[src/rtl/vx_sfu_pe_router_if.sv]
// +----------------------------------------------------------------------------+
// | vx_sfu_pe_router_if                                                         |
// | Request, PE issue, PE commit and merged commit buses of the SFU PE router.  |
// | Revision: 1.0                                                               |
// +----------------------------------------------------------------------------+
`default_nettype none

interface vx_sfu_pe_router_if #(
  parameter int NUM_LANES = 4,
  parameter int PE_COUNT  = 5,
  parameter int OPW       = 4,
  parameter int NW_BITS   = 4,
  parameter int REQ_DATAW = 128,
  parameter int RSP_DATAW = 160
);
  localparam int PE_SEL_BITS = $clog2(PE_COUNT);

  logic                          in_valid;
  logic [OPW-1:0]                in_op_type;
  logic [NW_BITS-1:0]            in_wid;
  logic [NUM_LANES-1:0]          in_tmask;
  logic [REQ_DATAW-1:0]          in_data;
  logic                          in_ready;

  logic [PE_COUNT-1:0]           pe_valid;
  logic [OPW-1:0]                pe_op_type;
  logic [NW_BITS-1:0]            pe_wid;
  logic [NUM_LANES-1:0]          pe_tmask;
  logic [REQ_DATAW-1:0]          pe_data;
  logic [PE_COUNT-1:0]           pe_ready;

  logic [PE_COUNT-1:0]           rsp_valid;
  logic [PE_COUNT*RSP_DATAW-1:0] rsp_data;
  logic [PE_COUNT-1:0]           rsp_eop;
  logic [PE_COUNT-1:0]           rsp_ready;

  logic                          commit_valid;
  logic [RSP_DATAW-1:0]          commit_data;
  logic                          commit_eop;
  logic [PE_SEL_BITS-1:0]        commit_pe;
  logic                          commit_ready;

  logic                          idle;

  // Dispatch, PEs and gather together, as seen from outside the router
  modport master (
    output in_valid, in_op_type, in_wid, in_tmask, in_data, pe_ready,
           rsp_valid, rsp_data, rsp_eop, commit_ready,
    input  in_ready, pe_valid, pe_op_type, pe_wid, pe_tmask, pe_data,
           rsp_ready, commit_valid, commit_data, commit_eop, commit_pe, idle
  );

  modport slave (
    input  in_valid, in_op_type, in_wid, in_tmask, in_data, pe_ready,
           rsp_valid, rsp_data, rsp_eop, commit_ready,
    output in_ready, pe_valid, pe_op_type, pe_wid, pe_tmask, pe_data,
           rsp_ready, commit_valid, commit_data, commit_eop, commit_pe, idle
  );
endinterface

`default_nettype wire

[src/rtl/vx_sfu_pe_router.sv]
// +----------------------------------------------------------------------------+
// | vx_sfu_pe_router                                                            |
// | Routes SFU requests to PEs by op-type table with per-PE credits, and merges |
// | PE commits round-robin into a 2-entry commit FIFO.                          |
// | Option: SFU_ROUTER_PERF_EN adds saturating stall counters.                  |
// | Revision: 1.0                                                               |
// +----------------------------------------------------------------------------+
`default_nettype none

module vx_sfu_pe_router #(
  parameter int NUM_LANES    = 4,
  parameter int PE_COUNT     = 5,
  parameter int OPW          = 4,
  parameter int NW_BITS      = 4,
  parameter int REQ_DATAW    = 128,
  parameter int RSP_DATAW    = 160,
  parameter int MAX_INFLIGHT = 4,
  parameter logic [PE_COUNT*(2**OPW)-1:0] PE_OP_MAP = '0
) (
  input  logic clk,
  input  logic reset,
  vx_sfu_pe_router_if.slave bus
`ifdef SFU_ROUTER_PERF_EN
  ,
  output logic [31:0] perf_credit_stall,
  output logic [31:0] perf_pe_stall,
  output logic [31:0] perf_commit_stall
`endif
);
  localparam int c_OPS   = 2**OPW;
  localparam int c_SEL_W = $clog2(PE_COUNT);
  localparam int c_CNT_W = $clog2(MAX_INFLIGHT + 1);
  localparam int c_CW1   = c_CNT_W + 1;
  localparam int c_ENT_W = RSP_DATAW + 1 + c_SEL_W;

  logic                 r_staged;
  logic [c_SEL_W-1:0]   r_sel;
  logic [c_CNT_W-1:0]   r_credit [PE_COUNT];
  logic [c_SEL_W-1:0]   r_rr_ptr;
  logic                 r_lock;
  logic [c_SEL_W-1:0]   r_lock_pe;
  logic [c_ENT_W-1:0]   r_mem [2];
  logic                 r_wptr, r_rptr;
  logic [1:0]           r_count;

  logic [c_SEL_W-1:0]   w_sel, w_gsel;
  logic                 w_gany, w_staged_hit, w_credit_ok, w_in_fire, w_pe_fire;
  logic                 w_pop, w_can_push, w_push, w_credit_zero;
  logic [c_CNT_W:0]     w_need;
  logic [PE_COUNT-1:0]  w_inc, w_dec;

  // Lowest-numbered PE claiming the op wins; unclaimed ops fall back to PE 0
  always_comb begin
    w_sel = '0;
    for (int p = PE_COUNT - 1; p >= 0; p--)
      if (PE_OP_MAP[p*c_OPS + int'(bus.in_op_type)]) w_sel = c_SEL_W'(p);
  end

  // The staged entry is not yet in the credit count, so it is added here to
  // keep the count from ever exceeding MAX_INFLIGHT
  assign w_staged_hit = r_staged & (r_sel == w_sel);
  assign w_need       = c_CW1'(r_credit[w_sel]) + c_CW1'(w_staged_hit) - c_CW1'(w_dec[w_sel]);
  assign w_credit_ok  = w_need < c_CW1'(MAX_INFLIGHT);
  assign w_pe_fire    = r_staged & bus.pe_ready[r_sel];
  assign bus.in_ready = (!r_staged | bus.pe_ready[r_sel]) & w_credit_ok;
  assign w_in_fire    = bus.in_valid & bus.in_ready;

  always_comb begin
    bus.pe_valid = '0;
    if (r_staged) bus.pe_valid[r_sel] = 1'b1;
  end

  always_ff @(posedge clk or posedge reset) begin
    if (reset) begin
      r_staged       <= 1'b0;
      r_sel          <= '0;
      bus.pe_op_type <= '0;
      bus.pe_wid     <= '0;
      bus.pe_tmask   <= '0;
      bus.pe_data    <= '0;
    end else if (w_in_fire) begin
      r_staged       <= 1'b1;
      r_sel          <= w_sel;
      bus.pe_op_type <= bus.in_op_type;
      bus.pe_wid     <= bus.in_wid;
      bus.pe_tmask   <= bus.in_tmask;
      bus.pe_data    <= bus.in_data;
    end else if (w_pe_fire) begin
      r_staged <= 1'b0;
    end
  end

  assign w_inc = bus.pe_valid & bus.pe_ready;
  assign w_dec = bus.rsp_valid & bus.rsp_ready & bus.rsp_eop;

  always_ff @(posedge clk or posedge reset) begin
    if (reset) begin
      for (int p = 0; p < PE_COUNT; p++) r_credit[p] <= '0;
    end else begin
      for (int p = 0; p < PE_COUNT; p++) begin
        if (w_inc[p] && !w_dec[p])      r_credit[p] <= r_credit[p] + c_CNT_W'(1);
        else if (!w_inc[p] && w_dec[p]) r_credit[p] <= r_credit[p] - c_CNT_W'(1);
      end
    end
  end

`ifndef SYNTHESIS
  for (genvar p = 0; p < PE_COUNT; p++) begin : g_credit_chk
    a_no_underflow: assert property (@(posedge clk) disable iff (reset)
      !(w_dec[p] && !w_inc[p] && r_credit[p] == '0));
    a_no_overflow: assert property (@(posedge clk) disable iff (reset)
      !(w_inc[p] && !w_dec[p] && r_credit[p] == c_CNT_W'(MAX_INFLIGHT)));
  end
`endif

  // Round-robin from r_rr_ptr, unless a multi-beat commit holds the grant
  always_comb begin : arb
    int idx;
    idx    = 0;
    w_gsel = r_lock_pe;
    w_gany = r_lock;
    if (!r_lock) begin
      for (int i = PE_COUNT - 1; i >= 0; i--) begin
        idx = int'(r_rr_ptr) + i;
        if (idx >= PE_COUNT) idx = idx - PE_COUNT;
        if (bus.rsp_valid[idx]) begin
          w_gsel = c_SEL_W'(idx);
          w_gany = 1'b1;
        end
      end
    end
  end

  assign w_pop      = (r_count != 2'd0) & bus.commit_ready;
  assign w_can_push = (r_count != 2'd2) | w_pop;
  assign w_push     = w_gany & w_can_push & bus.rsp_valid[w_gsel];

  always_comb begin
    bus.rsp_ready = '0;
    if (w_gany && w_can_push) bus.rsp_ready[w_gsel] = 1'b1;
  end

  always_ff @(posedge clk or posedge reset) begin
    if (reset) begin
      r_rr_ptr  <= '0;
      r_lock    <= 1'b0;
      r_lock_pe <= '0;
    end else if (w_push) begin
      r_rr_ptr  <= (int'(w_gsel) == PE_COUNT - 1) ? '0 : w_gsel + c_SEL_W'(1);
      r_lock    <= !bus.rsp_eop[w_gsel];
      r_lock_pe <= w_gsel;
    end
  end

  always_ff @(posedge clk) begin
    if (w_push)
      r_mem[r_wptr] <= {bus.rsp_data[int'(w_gsel)*RSP_DATAW +: RSP_DATAW],
                        bus.rsp_eop[w_gsel], w_gsel};
  end

  always_ff @(posedge clk or posedge reset) begin
    if (reset) begin
      r_wptr  <= 1'b0;
      r_rptr  <= 1'b0;
      r_count <= 2'd0;
    end else begin
      if (w_push) r_wptr <= ~r_wptr;
      if (w_pop)  r_rptr <= ~r_rptr;
      r_count <= r_count + {1'b0, w_push} - {1'b0, w_pop};
    end
  end

  assign bus.commit_valid = (r_count != 2'd0);
  assign {bus.commit_data, bus.commit_eop, bus.commit_pe} = r_mem[r_rptr];

  always_comb begin
    w_credit_zero = 1'b1;
    for (int p = 0; p < PE_COUNT; p++)
      if (r_credit[p] != '0) w_credit_zero = 1'b0;
  end

  assign bus.idle = !r_staged & w_credit_zero & (r_count == 2'd0);

`ifdef SFU_ROUTER_PERF_EN
  always_ff @(posedge clk or posedge reset) begin
    if (reset) begin
      perf_credit_stall <= '0;
      perf_pe_stall     <= '0;
      perf_commit_stall <= '0;
    end else begin
      if (bus.in_valid && !w_credit_ok && !(&perf_credit_stall))
        perf_credit_stall <= perf_credit_stall + 32'd1;
      if (r_staged && !bus.pe_ready[r_sel] && !(&perf_pe_stall))
        perf_pe_stall <= perf_pe_stall + 32'd1;
      if (bus.commit_valid && !bus.commit_ready && !(&perf_commit_stall))
        perf_commit_stall <= perf_commit_stall + 32'd1;
    end
  end
`endif

endmodule

`default_nettype wire
[src/flat_wrapper.sv]
// flat-port wrapper written by rule: the top's interface ports become plain ports
module vx_sfu_pe_router_flat 
#(
  parameter int NUM_LANES    = 4,
  parameter int PE_COUNT     = 5,
  parameter int OPW          = 4,
  parameter int NW_BITS      = 4,
  parameter int REQ_DATAW    = 128,
  parameter int RSP_DATAW    = 160,
  parameter int MAX_INFLIGHT = 4,
  parameter logic [PE_COUNT*(2**OPW)-1:0] PE_OP_MAP = '0
)
  (clk, reset, bus_in_valid, bus_in_op_type, bus_in_wid, bus_in_tmask, bus_in_data, bus_pe_ready, bus_rsp_valid, bus_rsp_data, bus_rsp_eop, bus_commit_ready, bus_in_ready, bus_pe_valid, bus_pe_op_type, bus_pe_wid, bus_pe_tmask, bus_pe_data, bus_rsp_ready, bus_commit_valid, bus_commit_data, bus_commit_eop, bus_commit_pe, bus_idle);
  vx_sfu_pe_router_if #(.NUM_LANES(NUM_LANES), .PE_COUNT(PE_COUNT), .OPW(OPW), .NW_BITS(NW_BITS), .REQ_DATAW(REQ_DATAW), .RSP_DATAW(RSP_DATAW)) bus_i ();
  input  logic clk;
  input  logic reset;
  input wire logic [$bits(bus_i.in_valid)-1:0] bus_in_valid;
  input wire logic [$bits(bus_i.in_op_type)-1:0] bus_in_op_type;
  input wire logic [$bits(bus_i.in_wid)-1:0] bus_in_wid;
  input wire logic [$bits(bus_i.in_tmask)-1:0] bus_in_tmask;
  input wire logic [$bits(bus_i.in_data)-1:0] bus_in_data;
  input wire logic [$bits(bus_i.pe_ready)-1:0] bus_pe_ready;
  input wire logic [$bits(bus_i.rsp_valid)-1:0] bus_rsp_valid;
  input wire logic [$bits(bus_i.rsp_data)-1:0] bus_rsp_data;
  input wire logic [$bits(bus_i.rsp_eop)-1:0] bus_rsp_eop;
  input wire logic [$bits(bus_i.commit_ready)-1:0] bus_commit_ready;
  output wire logic [$bits(bus_i.in_ready)-1:0] bus_in_ready;
  output wire logic [$bits(bus_i.pe_valid)-1:0] bus_pe_valid;
  output wire logic [$bits(bus_i.pe_op_type)-1:0] bus_pe_op_type;
  output wire logic [$bits(bus_i.pe_wid)-1:0] bus_pe_wid;
  output wire logic [$bits(bus_i.pe_tmask)-1:0] bus_pe_tmask;
  output wire logic [$bits(bus_i.pe_data)-1:0] bus_pe_data;
  output wire logic [$bits(bus_i.rsp_ready)-1:0] bus_rsp_ready;
  output wire logic [$bits(bus_i.commit_valid)-1:0] bus_commit_valid;
  output wire logic [$bits(bus_i.commit_data)-1:0] bus_commit_data;
  output wire logic [$bits(bus_i.commit_eop)-1:0] bus_commit_eop;
  output wire logic [$bits(bus_i.commit_pe)-1:0] bus_commit_pe;
  output wire logic [$bits(bus_i.idle)-1:0] bus_idle;
  assign bus_i.in_valid = bus_in_valid;
  assign bus_i.in_op_type = bus_in_op_type;
  assign bus_i.in_wid = bus_in_wid;
  assign bus_i.in_tmask = bus_in_tmask;
  assign bus_i.in_data = bus_in_data;
  assign bus_i.pe_ready = bus_pe_ready;
  assign bus_i.rsp_valid = bus_rsp_valid;
  assign bus_i.rsp_data = bus_rsp_data;
  assign bus_i.rsp_eop = bus_rsp_eop;
  assign bus_i.commit_ready = bus_commit_ready;
  assign bus_in_ready = bus_i.in_ready;
  assign bus_pe_valid = bus_i.pe_valid;
  assign bus_pe_op_type = bus_i.pe_op_type;
  assign bus_pe_wid = bus_i.pe_wid;
  assign bus_pe_tmask = bus_i.pe_tmask;
  assign bus_pe_data = bus_i.pe_data;
  assign bus_rsp_ready = bus_i.rsp_ready;
  assign bus_commit_valid = bus_i.commit_valid;
  assign bus_commit_data = bus_i.commit_data;
  assign bus_commit_eop = bus_i.commit_eop;
  assign bus_commit_pe = bus_i.commit_pe;
  assign bus_idle = bus_i.idle;
  vx_sfu_pe_router #(.NUM_LANES(NUM_LANES), .PE_COUNT(PE_COUNT), .OPW(OPW), .NW_BITS(NW_BITS), .REQ_DATAW(REQ_DATAW), .RSP_DATAW(RSP_DATAW), .MAX_INFLIGHT(MAX_INFLIGHT), .PE_OP_MAP(PE_OP_MAP)) u_core (.clk(clk), .reset(reset), .bus(bus_i));
endmodule
[config.mk]
export PLATFORM = sky130hd
export DESIGN_NAME = vx_sfu_pe_router_flat
export DESIGN_NICKNAME = d
export VERILOG_FILES = /design/src/rtl/vx_sfu_pe_router_if.sv /design/src/rtl/vx_sfu_pe_router.sv /design/src/flat_wrapper.sv
export SDC_FILE = /design/constraint.sdc
export NUM_CORES = 1
export LEC_CHECK = 0
export CAP_MARGIN = 20
export CORE_AREA = 3 3 501 503
export DETAILED_ROUTE_END_ITERATION = 16
export DIE_AREA = 0 0 504 506
export MAX_ROUTING_LAYER = met4
export PLACE_DENSITY = 0.41
export SKIP_LAST_GASP = 1
export SLEW_MARGIN = 25
export SYNTH_ARGS = -nofsm -noshare
export SYNTH_HDL_FRONTEND = slang
export SYNTH_SLANG_ARGS = --single-unit
[constraint.sdc]
create_clock -name clk -period 15.74 [get_ports clk]
set_input_delay 3.148 -clock clk [delete_from_list [all_inputs] [get_ports clk]]
set_output_delay 3.148 -clock clk [all_outputs]
set_load 0.05 [all_outputs]
Word level (Yosys, flattened, before mapping)
Memory sizes are Yosys's and may differ from the RTL's.
Index checks and enable logic that the tools add are counted.
{ "totals": {"mem_count": 6, "wordCells": 221, "out_inout_bits": 317, "ram_bits": 328, "mem_bits_ro": 528, "inputBits": 959, "reg_bits": 170} }
{ "memory_table": {"columns": ["name", "depth", "width", "rd", "rd_clocked_by_memory_dff", "write_ports", "line_no", "source"], "rows": [
  ["u_core.r_mem", 2, 164, 1, 0, 1, "vx_sfu_pe_router.sv:42", "logic [c_ENT_W-1:0] r_mem [2];"],
  ["(name not given)", 128, 1, 1, 0, 0, "vx_sfu_pe_router.sv:56", "if (PE_OP_MAP[p*c_OPS + int'(bus.in_op_type)]) w_sel = c_SEL_W'(p);"],
  ["(name not given)", 128, 1, 1, 0, 0, "vx_sfu_pe_router.sv:56", null],
  ["(name not given)", 128, 1, 1, 0, 0, "vx_sfu_pe_router.sv:56", null],
  ["(name not given)", 128, 1, 1, 0, 0, "vx_sfu_pe_router.sv:56", null],
  ["(name not given)", 16, 1, 1, 0, 0, "vx_sfu_pe_router.sv:56", null]
]} }
{ "op_classes": {"n_reduce_logical": 38, "n_eq_ne": 3, "n_mux": 88, "add_sub_neg": 28, "n_bitwise": 17, "mul": 1, "shift": 1, "n_lt_le_gt_ge": 22} }
{ "op_table": {"columns": ["op", "n"], "rows": [
  ["800-bit by 32-bit indexed part select with 160-bit output", 1],
  ["32-bit 2-to-1 mux", 10],
  ["32-bit by 5-bit < comparator with 1-bit output (second input constant)", 5],
  ["32-bit by 4-bit greater-or-equal comparator with 1-bit output (second input constant)", 4],
  ["32-bit by 9-bit < comparator with 1-bit output (second input constant)", 4],
  ["32-bit by 4-bit subtractor with 32-bit output (second input constant)", 4],
  ["3-bit 2-to-1 mux", 24],
  ["1-bit 2-to-1 mux", 40],
  ["1-bit binary-select mux with 3-bit select", 9],
  ["3-bit by 1-bit adder with 3-bit output (second input constant)", 6],
  ["5-bit AND", 3],
  ["3-bit nonzero test", 5],
  ["3-bit by 1-bit subtractor with 3-bit output (second input constant)", 5],
  ["6-bit by 4-bit adder with 7-bit output (first input constant)", 2],
  ["2-bit nonzero test", 7],
  ["1-bit logical AND", 13],
  ["1-bit logical NOT", 12],
  ["3-bit by 4-bit < comparator with 1-bit output (second input constant)", 3],
  ["5-bit 2-to-1 mux", 2],
  ["1-bit AND", 9],
  ["3-bit binary-select mux with 3-bit select", 1],
  ["3-bit by 2-bit adder with 4-bit output (second input constant)", 2],
  ["7-bit by 4-bit adder with 8-bit output (first input constant)", 1],
  ["4-bit by 8-bit < comparator with 1-bit output (second input constant)", 1],
  ["21 further kinds", 25]
]} }

Logic depth before layout (Yosys ltp)
Gate-level depths: netlist of the first run.
{ "depth": {"depth_word": 27, "ltp_mapped": 31, "ltp_nobuf": 28} }

Least setup slack after synthesis of the first run
OpenSTA, ideal clock, no wires.
{ "synth_path": {"path_type": "input port to flip-flop", "start": "input port bus_rsp_valid[0]", "end": "memory u_core.r_mem[0][0] in the netlist's numbering (enable)", "setup_slack_ns": 2.273, "t_arrival_ns": 12.757, "required_ns": 15.030, "path_stages": 12, "n_path_buf": 2, "setup_ns": 0.710, "path_cell_list": "buf_2 -> mux4_2 -> a21oi_1 -> o21ai_1 -> a311o_1 -> a211oi_1 -> o21bai_1 -> a211o_1 -> a21o_1 -> a221oi_2 -> buf_6 -> nor2b_1"} }
{ "synth_between": {"elab_chain_len": 14, "word_cells_on_any_way": 33, "classes_between": "31 x mux; 2 x bitwise"} }
{ "synth_rtl": {"columns": ["item", "line_no", "source"], "rows": [
  ["from (decl)", "flat_wrapper.sv:23", "input wire logic [$bits(bus_i.rsp_valid)-1:0] bus_rsp_valid;"],
  ["1-bit binary-select mux with 3-bit select", "vx_sfu_pe_router.sv:126", "if (bus.rsp_valid[idx]) begin"],
  ["1-bit 2-to-1 mux (not written as such) (2 in a row)", "vx_sfu_pe_router.sv:126", null],
  ["3-bit 2-to-1 mux (5 in a row)", "vx_sfu_pe_router.sv:126", null],
  ["3-bit 2-to-1 mux", "vx_sfu_pe_router.sv:122", "if (!r_lock) begin"],
  ["1-bit binary-select mux with 3-bit select", "vx_sfu_pe_router.sv:136", "assign w_push = w_gany & w_can_push & bus.rsp_valid[w_gsel];"],
  ["1-bit 2-to-1 mux (not written as such)", "vx_sfu_pe_router.sv:136", null],
  ["1-bit AND (*)", "vx_sfu_pe_router.sv:136", null],
  ["named net u_core.w_push", "vx_sfu_pe_router.sv:48", "logic w_pop, w_can_push, w_push, w_credit_zero;"],
  ["1-bit 2-to-1 mux (*)", "vx_sfu_pe_router.sv:156", "if (w_push)"],
  ["1-bit 2-to-1 mux (not written as such) (*)", "vx_sfu_pe_router.sv:157", "r_mem[r_wptr] <= {bus.rsp_data[int'(w_gsel)*RSP_DATAW +: RSP_DATAW],"],
  ["to (decl)", "vx_sfu_pe_router.sv:42", null]
]} }
Mark *: on every way through the listed nets, which the timed path passes. The rest lies on a longest branch. The select of a mux whose other input is x is not followed.

Final worst setup path of the first run
{ "layout_path": {"start": "input port bus_rsp_valid[3]", "end": "output port bus_in_ready"} }
{ "layout_between": {"elab_chain_len": 21, "word_cells_on_any_way": 41, "classes_between": "1 x add/sub; 3 x order compare; 32 x mux; 3 x bitwise; 2 x reduce/logical"} }
{ "layout_rtl": {"columns": ["item", "line_no", "source"], "rows": [
  ["1-bit binary-select mux with 3-bit select", "vx_sfu_pe_router.sv:126", null],
  ["1-bit 2-to-1 mux (not written as such) (2 in a row)", "vx_sfu_pe_router.sv:126", null],
  ["3-bit 2-to-1 mux (5 in a row)", "vx_sfu_pe_router.sv:126", null],
  ["3-bit 2-to-1 mux", "vx_sfu_pe_router.sv:122", null],
  ["3-bit by 4-bit < comparator with 1-bit output (not written as such) / 3-bit by 1-bit greater-or-equal comparator with 1-bit output (equally long branches)", "vx_sfu_pe_router.sv:140", "if (w_gany && w_can_push) bus.rsp_ready[w_gsel] = 1'b1;"],
  ["1-bit logical AND (not written as such)", "vx_sfu_pe_router.sv:140", null],
  ["1-bit 2-to-1 mux (not written as such)", "vx_sfu_pe_router.sv:140", null],
  ["1-bit demux with 3-bit select", null, null],
  ["5-bit 2-to-1 mux", "vx_sfu_pe_router.sv:140", null],
  ["5-bit AND (*) (2 in a row)", "vx_sfu_pe_router.sv:94", "assign w_dec = bus.rsp_valid & bus.rsp_ready & bus.rsp_eop;"],
  ["1-bit binary-select mux with 3-bit select (*)", "vx_sfu_pe_router.sv:62", "assign w_need = c_CW1'(r_credit[w_sel]) + c_CW1'(w_staged_hit) - c_CW1'(w_dec[w_sel]);"],
  ["1-bit 2-to-1 mux (not written as such) (*)", "vx_sfu_pe_router.sv:62", null],
  ["4-bit by 1-bit subtractor with 4-bit output (*)", "vx_sfu_pe_router.sv:62", null],
  ["4-bit by 3-bit < comparator with 1-bit output (*)", "vx_sfu_pe_router.sv:63", "assign w_credit_ok = w_need < c_CW1'(MAX_INFLIGHT);"],
  ["1-bit AND (*)", "vx_sfu_pe_router.sv:65", "assign bus.in_ready = (!r_staged | bus.pe_ready[r_sel]) & w_credit_ok;"],
  ["to (decl)", "flat_wrapper.sv:27", "output wire logic [$bits(bus_i.in_ready)-1:0] bus_in_ready;"]
]} }
Every way passes the cells marked *; elsewhere a longest branch is shown, timed or not. The select of a mux whose other input is x is not followed.

==> flow_metrics.env, run 1 <==
export IMPL_core_um2=246000
export IMPL_cap_violations=0
export IMPL_crit_chain="clkdlybuf4s50_1 -> mux4_2 -> and3_1 -> a31oi_1 -> nand3_1 -> o221a_1 -> a311o_1 -> nand2_4 -> inv_8 -> or3_1 -> nor2_1 -> nand3_1 -> inv_1 -> ha_1 -> inv_1 -> ha_1 -> nand2_1 -> o21bai_1 -> nand2_1 -> a21oi_1 -> a21oi_1 -> a21oi_2 -> clkdlybuf4s50_1"
export IMPL_reg2reg_from="u_core.r_rr_ptr[1]"
export IMPL_period_share_pct=79.6
export IMPL_cp_end_kind="output port"
export IMPL_drive_gt1_share_pct=20.1
export IMPL_synth_top_area_share_pct=38.0
export IMPL_vias=22500
export IMPL_grt_pass1_wl_um=231000
export IMPL_synth_adder_area_share_pct=1.36
export IMPL_criticalPathCategory="in2out"
export IMPL_viasPerCell=3.45
export IMPL_clock_latency_ps=690
export IMPL_cts_resized=0
export IMPL_cts_tree="yes"
export IMPL_cts_htree_levels=3
export IMPL_syn_to_final_growth_pct=72.2
export IMPL_synthTopCellsByCount="mux2_2 (467), edfxtp_1 (328), mux2i_1 (181)"
export IMPL_whs_path_depth=1
export IMPL_drtIter0Drc=1224
export IMPL_grt_use_total_pct=13.8
export IMPL_synth_ff_type="edfxtp_1"
export IMPL_cts_setup_buffers=0
export IMPL_grt_pass1_vias=23900
export IMPL_yosysSeqAreaShare_pct=54.1
export IMPL_startpoint_type="input port"
export IMPL_ioPinCount=1276
export IMPL_max_slew_margin_pct=30.1
export IMPL_setup_viol=0
export IMPL_max_freq_mhz=79.8
export IMPL_synth_top_family_by_area="multiplexers"
export IMPL_hold_class="reg2reg"
export IMPL_drt_total_wl_um=178000
export IMPL_nets=4101
export IMPL_hold_viol_final=0
export IMPL_synth_compound_area_share_pct=10.6
export IMPL_final_max_slew_violation_count=0
export IMPL_wire_per_inst_um=27.3
export IMPL_final_antenna_net_count=0
export IMPL_clockBufferDepth=3
export IMPL_dr_pass1_iters=5
export IMPL_rows=182
export IMPL_ys_top_cells_by_area="edfxtp_1 (38%), mux2_2 (20%), dfrtp_1 (16%)"
export IMPL_syn_inst=1897
export IMPL_crit_arrival_ps=9390
export IMPL_cp_data_required_time_ps=12590
export IMPL_grt_max_degree=88
export IMPL_fillCellCount=27100
export IMPL_synth_mux_area_share_pct=27.6
export IMPL_cp_max_fo=43
export IMPL_r2r_end="u_core.r_mem[0][35]"
export IMPL_ff2ff_setup_slack_ps=7510
export IMPL_worstMarginPinSlew_ps=1050
export IMPL_fp_dieH_um=506
export IMPL_dieWidth_um=504
export IMPL_ys_warn_count=0
export IMPL_io_buffer_count=1267
export IMPL_start_util_pct=10.5
export IMPL_synth_simple_area_share_pct=2.31
export IMPL_synth_top_area_cell="edfxtp_1"
export IMPL_rsz0062_at_grt="no"
export IMPL_period_needed_ps=12540
export IMPL_clk_pin_slew_ps=50
export IMPL_gp_congestion=0.937
export IMPL_min_delay_worst_endpoint="u_core.r_credit[5]"
export IMPL_gr_total_overflow=0
export IMPL_cts_buffers=70
export IMPL_slowest_stage="clkdlybuf4s50_1"
export IMPL_avgSynthCellArea_um2=13.7
export IMPL_tns_ps=0
export IMPL_synth_xor_area_share_pct=0.575
export IMPL_slowest_delay_ps=940
export IMPL_hold_start="u_core.r_credit[5]"
export IMPL_synth_edf_count=328
export IMPL_synthMostInstantiatedCell="mux2_2"
export IMPL_cts_sinks=495
export IMPL_ys_async_sr_fraction_pct=33.7
export IMPL_clockRootBuffer="clkbuf_16"
export IMPL_finalClockSkew_ps=38.7
export IMPL_worstRegToRegCells=17
export IMPL_antenna_found_initial=122
export IMPL_status="complete, no violations"
export IMPL_syn_area_um2=25900
export IMPL_holdBufCountCts=0
export IMPL_route_detailed_drc=0
export IMPL_dp_hpwl_um=143000
export IMPL_die_area_um2=255000
export IMPL_ys_types=72
export IMPL_synth_seq_cells=495
[final cells by class]
cell class | instances | area (um^2) | share of cell area [%]
diodes | 34 | 85.1 | 0.191
clock inverters | 45 | 360 | 0.808
inverters | 34 | 148 | 0.331
flip-flops and latches | 495 | 14000 | 31.4
clock buffers | 79 | 1820 | 4.07
well taps | 3312 | 4140 | 9.29
multi-input cells | 1210 | 11100 | 24.8
repair buffers | 1304 | 13000 | 29.1
[critical path: cells and delay by family]
kind            cells  cell delay (ps)
fa+ha+maj           2              400
compound gates      7             1690
buf+inv             5             1950
mux                 1              630
simple gates        8             1530
[cell usage in the layout (no fill, tap or decap), types with 29 or more instances in the layout]
cell type and count:
inv_1 29, a22oi_1 161, clkbuf_16 70, dfrtp_1 166
mux2_2 467, diode_2 34, buf_4 35, edfxtp_1 328
o22ai_1 162, clkdlybuf4s50_1 1264, mux2i_1 181
[state kept, by name, summed over array words and instances (netlist names)]
| register | count |
|---|---|
| u_core.r_count | 2 |
| u_core.r_rr_ptr | 3 |
| u_core.r_mem | 328 |
| u_core.bus.pe_tmask | 4 |
| u_core.r_credit | 15 |
| u_core.bus.pe_data | 128 |
| u_core.r_staged | 1 |
| u_core.bus.pe_op_type | 4 |
| u_core.bus.pe_wid | 4 |
| u_core.r_lock | 1 |
| u_core.r_lock_pe | 3 |
| u_core.r_rptr | 1 |
| u_core.r_wptr | 1 |
[per-stage QoR]
stage	hold slack, ps	utilization [%]	setup slack (ps)	instance area, um^2	std cells
floorplan	445	-	2270	25900	1900
global placement	464	17.2	2540	42400	6355
detailed placement	464	17.2	3060	42400	6355
CTS	475	18.1	3030	44500	6479
global route	495	18.1	2760	44600	6500
finish	468	18.1	3200	44600	6513
[routing by layer]
metal | vias up | GRT usage, % | wire length [um]
li1 | 9910 | - | -
met1 | 11200 | 15.5 | 69500
met2 | 1198 | 23.9 | 89300
met3 | 199 | 4.74 | 16100
met4 | 0 | 2.25 | 2600
met5 | - | - | 0
[cells by family after synthesis]
kind of cell / after synthesis
flip-flops: 495
other: 1
buffers and inverters: 195
AO/OA/AOI/OAI: 399
AND/OR/NAND/NOR: 111
XOR/XNOR: 17
adder cells (fa/ha/maj): 27
multiplexers: 652
[worst max-delay path by stage]
stage                      from            endpoint  slack, ps  depth (start not counted)
4_1_cts        bus_rsp_valid[3]        bus_in_ready       3030                         24
2_1_floorplan  bus_rsp_valid[0]  u_core.r_mem[0][0]       2270                         12
3_5_place_dp   bus_rsp_valid[3]        bus_in_ready       3060                         24
3_3_place_gp   bus_rsp_valid[3]        bus_in_ready       2540                         23
5_1_grt        bus_rsp_valid[3]        bus_in_ready       2760                         24
6_report       bus_rsp_valid[3]        bus_in_ready       3200                         23
Power of run 1 is left out: the tool's default activity adds up to more than one toggle a clock period on the data nets, which glitch-free logic cannot reach.
==> run 2, diff against run 1 <==
- clock period: 15.74 -> 11.7 ns (I/O delays scaled with it)
==> run 2 against run 1 <==
First-iteration DRC count decreased by 1.4%. Critical endpoint unchanged. Global-route usage decreased by 0.13 points. Via count increased by 0.37%. Critical path type unchanged. Die area unchanged. Routed wire length decreased by 0.77%. Largest cell class unchanged. Non-clock buffer count increased by 8.
==> flow_metrics.env, run 2 (synthesis results as in run 1) <==
export IMPL_cp_end_kind="output port"
export IMPL_grt_max_degree=90
export IMPL_dieWidth_um=504
export IMPL_top_register="u_core.r_mem"
export IMPL_die_area_um2=255000
export IMPL_mostFrequentLayoutCell="clkdlybuf4s50_1"
export IMPL_start_util_pct=10.5
export IMPL_worstMarginPinSlew_ps=977
export IMPL_gp_congestion=0.912
export IMPL_tns_ps=0
export IMPL_gr_total_overflow=0
export IMPL_final_max_slew_violation_count=0
export IMPL_period_needed_ps=10460
export IMPL_top_regs="u_core.r_mem: 328 flops, u_core.bus.pe_data: 128 flops, u_core.r_credit: 15 flops"
export IMPL_grt_pass1_wl_um=229000
export IMPL_reg2reg_from="u_core.r_rr_ptr[1]"
export IMPL_rows=182
export IMPL_cts_resized=0
export IMPL_viasPerCell=3.46
export IMPL_clockRootBuffer="clkbuf_16"
export IMPL_drtIter0Drc=1207
export IMPL_final_antenna_net_count=0
export IMPL_max_freq_mhz=95.6
export IMPL_critPathTopFamily="simple AND/OR/NAND/NOR gates"
export IMPL_cts_setup_buffers=0
export IMPL_criticalPathCategory="in2out"
export IMPL_cap_violations=0
export IMPL_fillCellCount=27200
export IMPL_dr_pass1_iters=5
export IMPL_clockBufferDepth=3
export IMPL_drive_gt1_share_pct=20.1
export IMPL_clock_latency_ps=660
export IMPL_route_detailed_drc=0
export IMPL_dp_hpwl_um=143000
export IMPL_hold_class="reg2reg"
export IMPL_cp_data_required_time_ps=9360
export IMPL_grt_pass1_vias=24000
export IMPL_cp_depth=24
export IMPL_multi_input_area_um2=11100
export IMPL_core_um2=246000
export IMPL_crit_arrival_ps=8120
export IMPL_drt_total_wl_um=176000
export IMPL_crit_top_cell="a21oi_1"
export IMPL_hold_viol_final=0
export IMPL_slowest_stage="clkdlybuf4s50_1"
export IMPL_cp_max_fo=32
export IMPL_crit_start="bus_rsp_valid[3]"
export IMPL_status="complete, no violations"
export IMPL_wire_per_inst_um=27.0
export IMPL_syn_to_final_growth_pct=72.7
export IMPL_worstRegToRegCells=28
export IMPL_antenna_found_initial=105
export IMPL_setup_viol=0
export IMPL_finalClockSkew_ps=25.8
export IMPL_nets=4108
export IMPL_final_cell_mix="clkdlybuf4s50_1 (1,263), mux2_2 (467), edfxtp_1 (328)"
export IMPL_seq_area_um2=14000
export IMPL_clk_pin_slew_ps=60
export IMPL_endpoint="bus_in_ready"
export IMPL_grt_use_total_pct=13.7
export IMPL_startpoint_type="input port"
export IMPL_period_share_pct=89.4
export IMPL_crit_chain="clkdlybuf4s50_1 -> mux4_2 -> and3_1 -> a31oi_1 -> nand3_1 -> o221a_1 -> a311o_1 -> nand2_4 -> inv_8 -> or3_1 -> nor2_1 -> nand3_1 -> inv_1 -> ha_1 -> inv_1 -> ha_1 -> nand2_1 -> o21bai_1 -> nand2_1 -> a21oi_1 -> a21oi_1 -> a21oi_1 -> buf_4 -> buf_12"
export IMPL_utilization_pct=18.2
export IMPL_io_buffer_count=1267
export IMPL_cts_tree="yes"
export IMPL_vias=22600
export IMPL_fp_dieH_um=506
export IMPL_r2r_end="u_core.bus.pe_data[113]"
export IMPL_path_buf_inv=6
export IMPL_slowest_delay_ps=760
export IMPL_max_slew_margin_pct=34.9
export IMPL_ff2ff_setup_slack_ps=3700
export IMPL_cts_htree_levels=3
export IMPL_cts_buffers=69
export IMPL_cts_sinks=495
export IMPL_rsz0062_at_grt="no"
export IMPL_largest_reg_flops=328
export IMPL_holdBufCountCts=0
export IMPL_ioPinCount=1276
run 2: changes by cell type in the layout (fill, tap and decap cells not counted), sizes merged:
cell,before,now
clkbuf,79,99
clkinv,33,16
buf,40,49
inv,40,35
diode,34,30
bufinv,3,4
clkdlybuf4s50,1264,1263
clkinvlp,3,2
run 2: per-layer routing:
metal | up-vias | wire (um) | global-route usage, %
met5 | - | 0 | -
met4 | 0 | 3940 | 2.60
met3 | 232 | 15200 | 5.38
met2 | 1156 | 89400 | 24.0
met1 | 11200 | 67700 | 14.6
li1 | 9940 | - | -
run 2: cell type report:
| class | instances | area share (%) |
|---|---|---|
| flip-flops and latches | 495 | 31.4 |
| repair buffers | 1312 | 29.3 |
| multi-input cells | 1210 | 24.7 |
| well taps | 3312 | 9.26 |
| clock buffers | 99 | 4.30 |
| clock inverters | 23 | 0.582 |
| inverters | 34 | 0.330 |
| diodes | 30 | 0.168 |
run 2: worst min path at each step:
| stage | start | end | slack, ps | cells past startpoint |
|---|---|---|---|---|
| floorplan | u_core.r_credit[11] | u_core.r_credit[11] | 450 | 1 |
| global placement | u_core.r_credit[5] | u_core.r_credit[5] | 460 | 1 |
| detailed placement | u_core.r_credit[5] | u_core.r_credit[5] | 470 | 1 |
| CTS | u_core.r_credit[5] | u_core.r_credit[5] | 470 | 1 |
| global route | u_core.r_credit[5] | u_core.r_credit[5] | 500 | 1 |
| finish | u_core.r_credit[5] | u_core.r_credit[5] | 470 | 1 |
run 2: worst register-to-register path: cells and delay by family, from the launching register on:
family	cells	cell delay (ps)
DFF	1	780
and+or+nand+nor	9	1860
muxes	2	840
adders and majority gates	3	1230
AOI/OAI and AO/OA	8	1620
buffers and inverters	6	1560
run 2: through the flow:
stage / hold slack (ps) / instance area [um^2] / setup WS, ps / cells
after CTS: 475 / 44600 / 1080 / 6484
after global routing: 496 / 44700 / 853 / 6511
after detailed placement: 466 / 42500 / 1120 / 6362
after floorplan: 445 / 25900 / 2220 / 1900
after global placement: 461 / 42500 / 1010 / 6362
final: 471 / 44700 / 1240 / 6515
Power of run 2 is left out for the same reason.
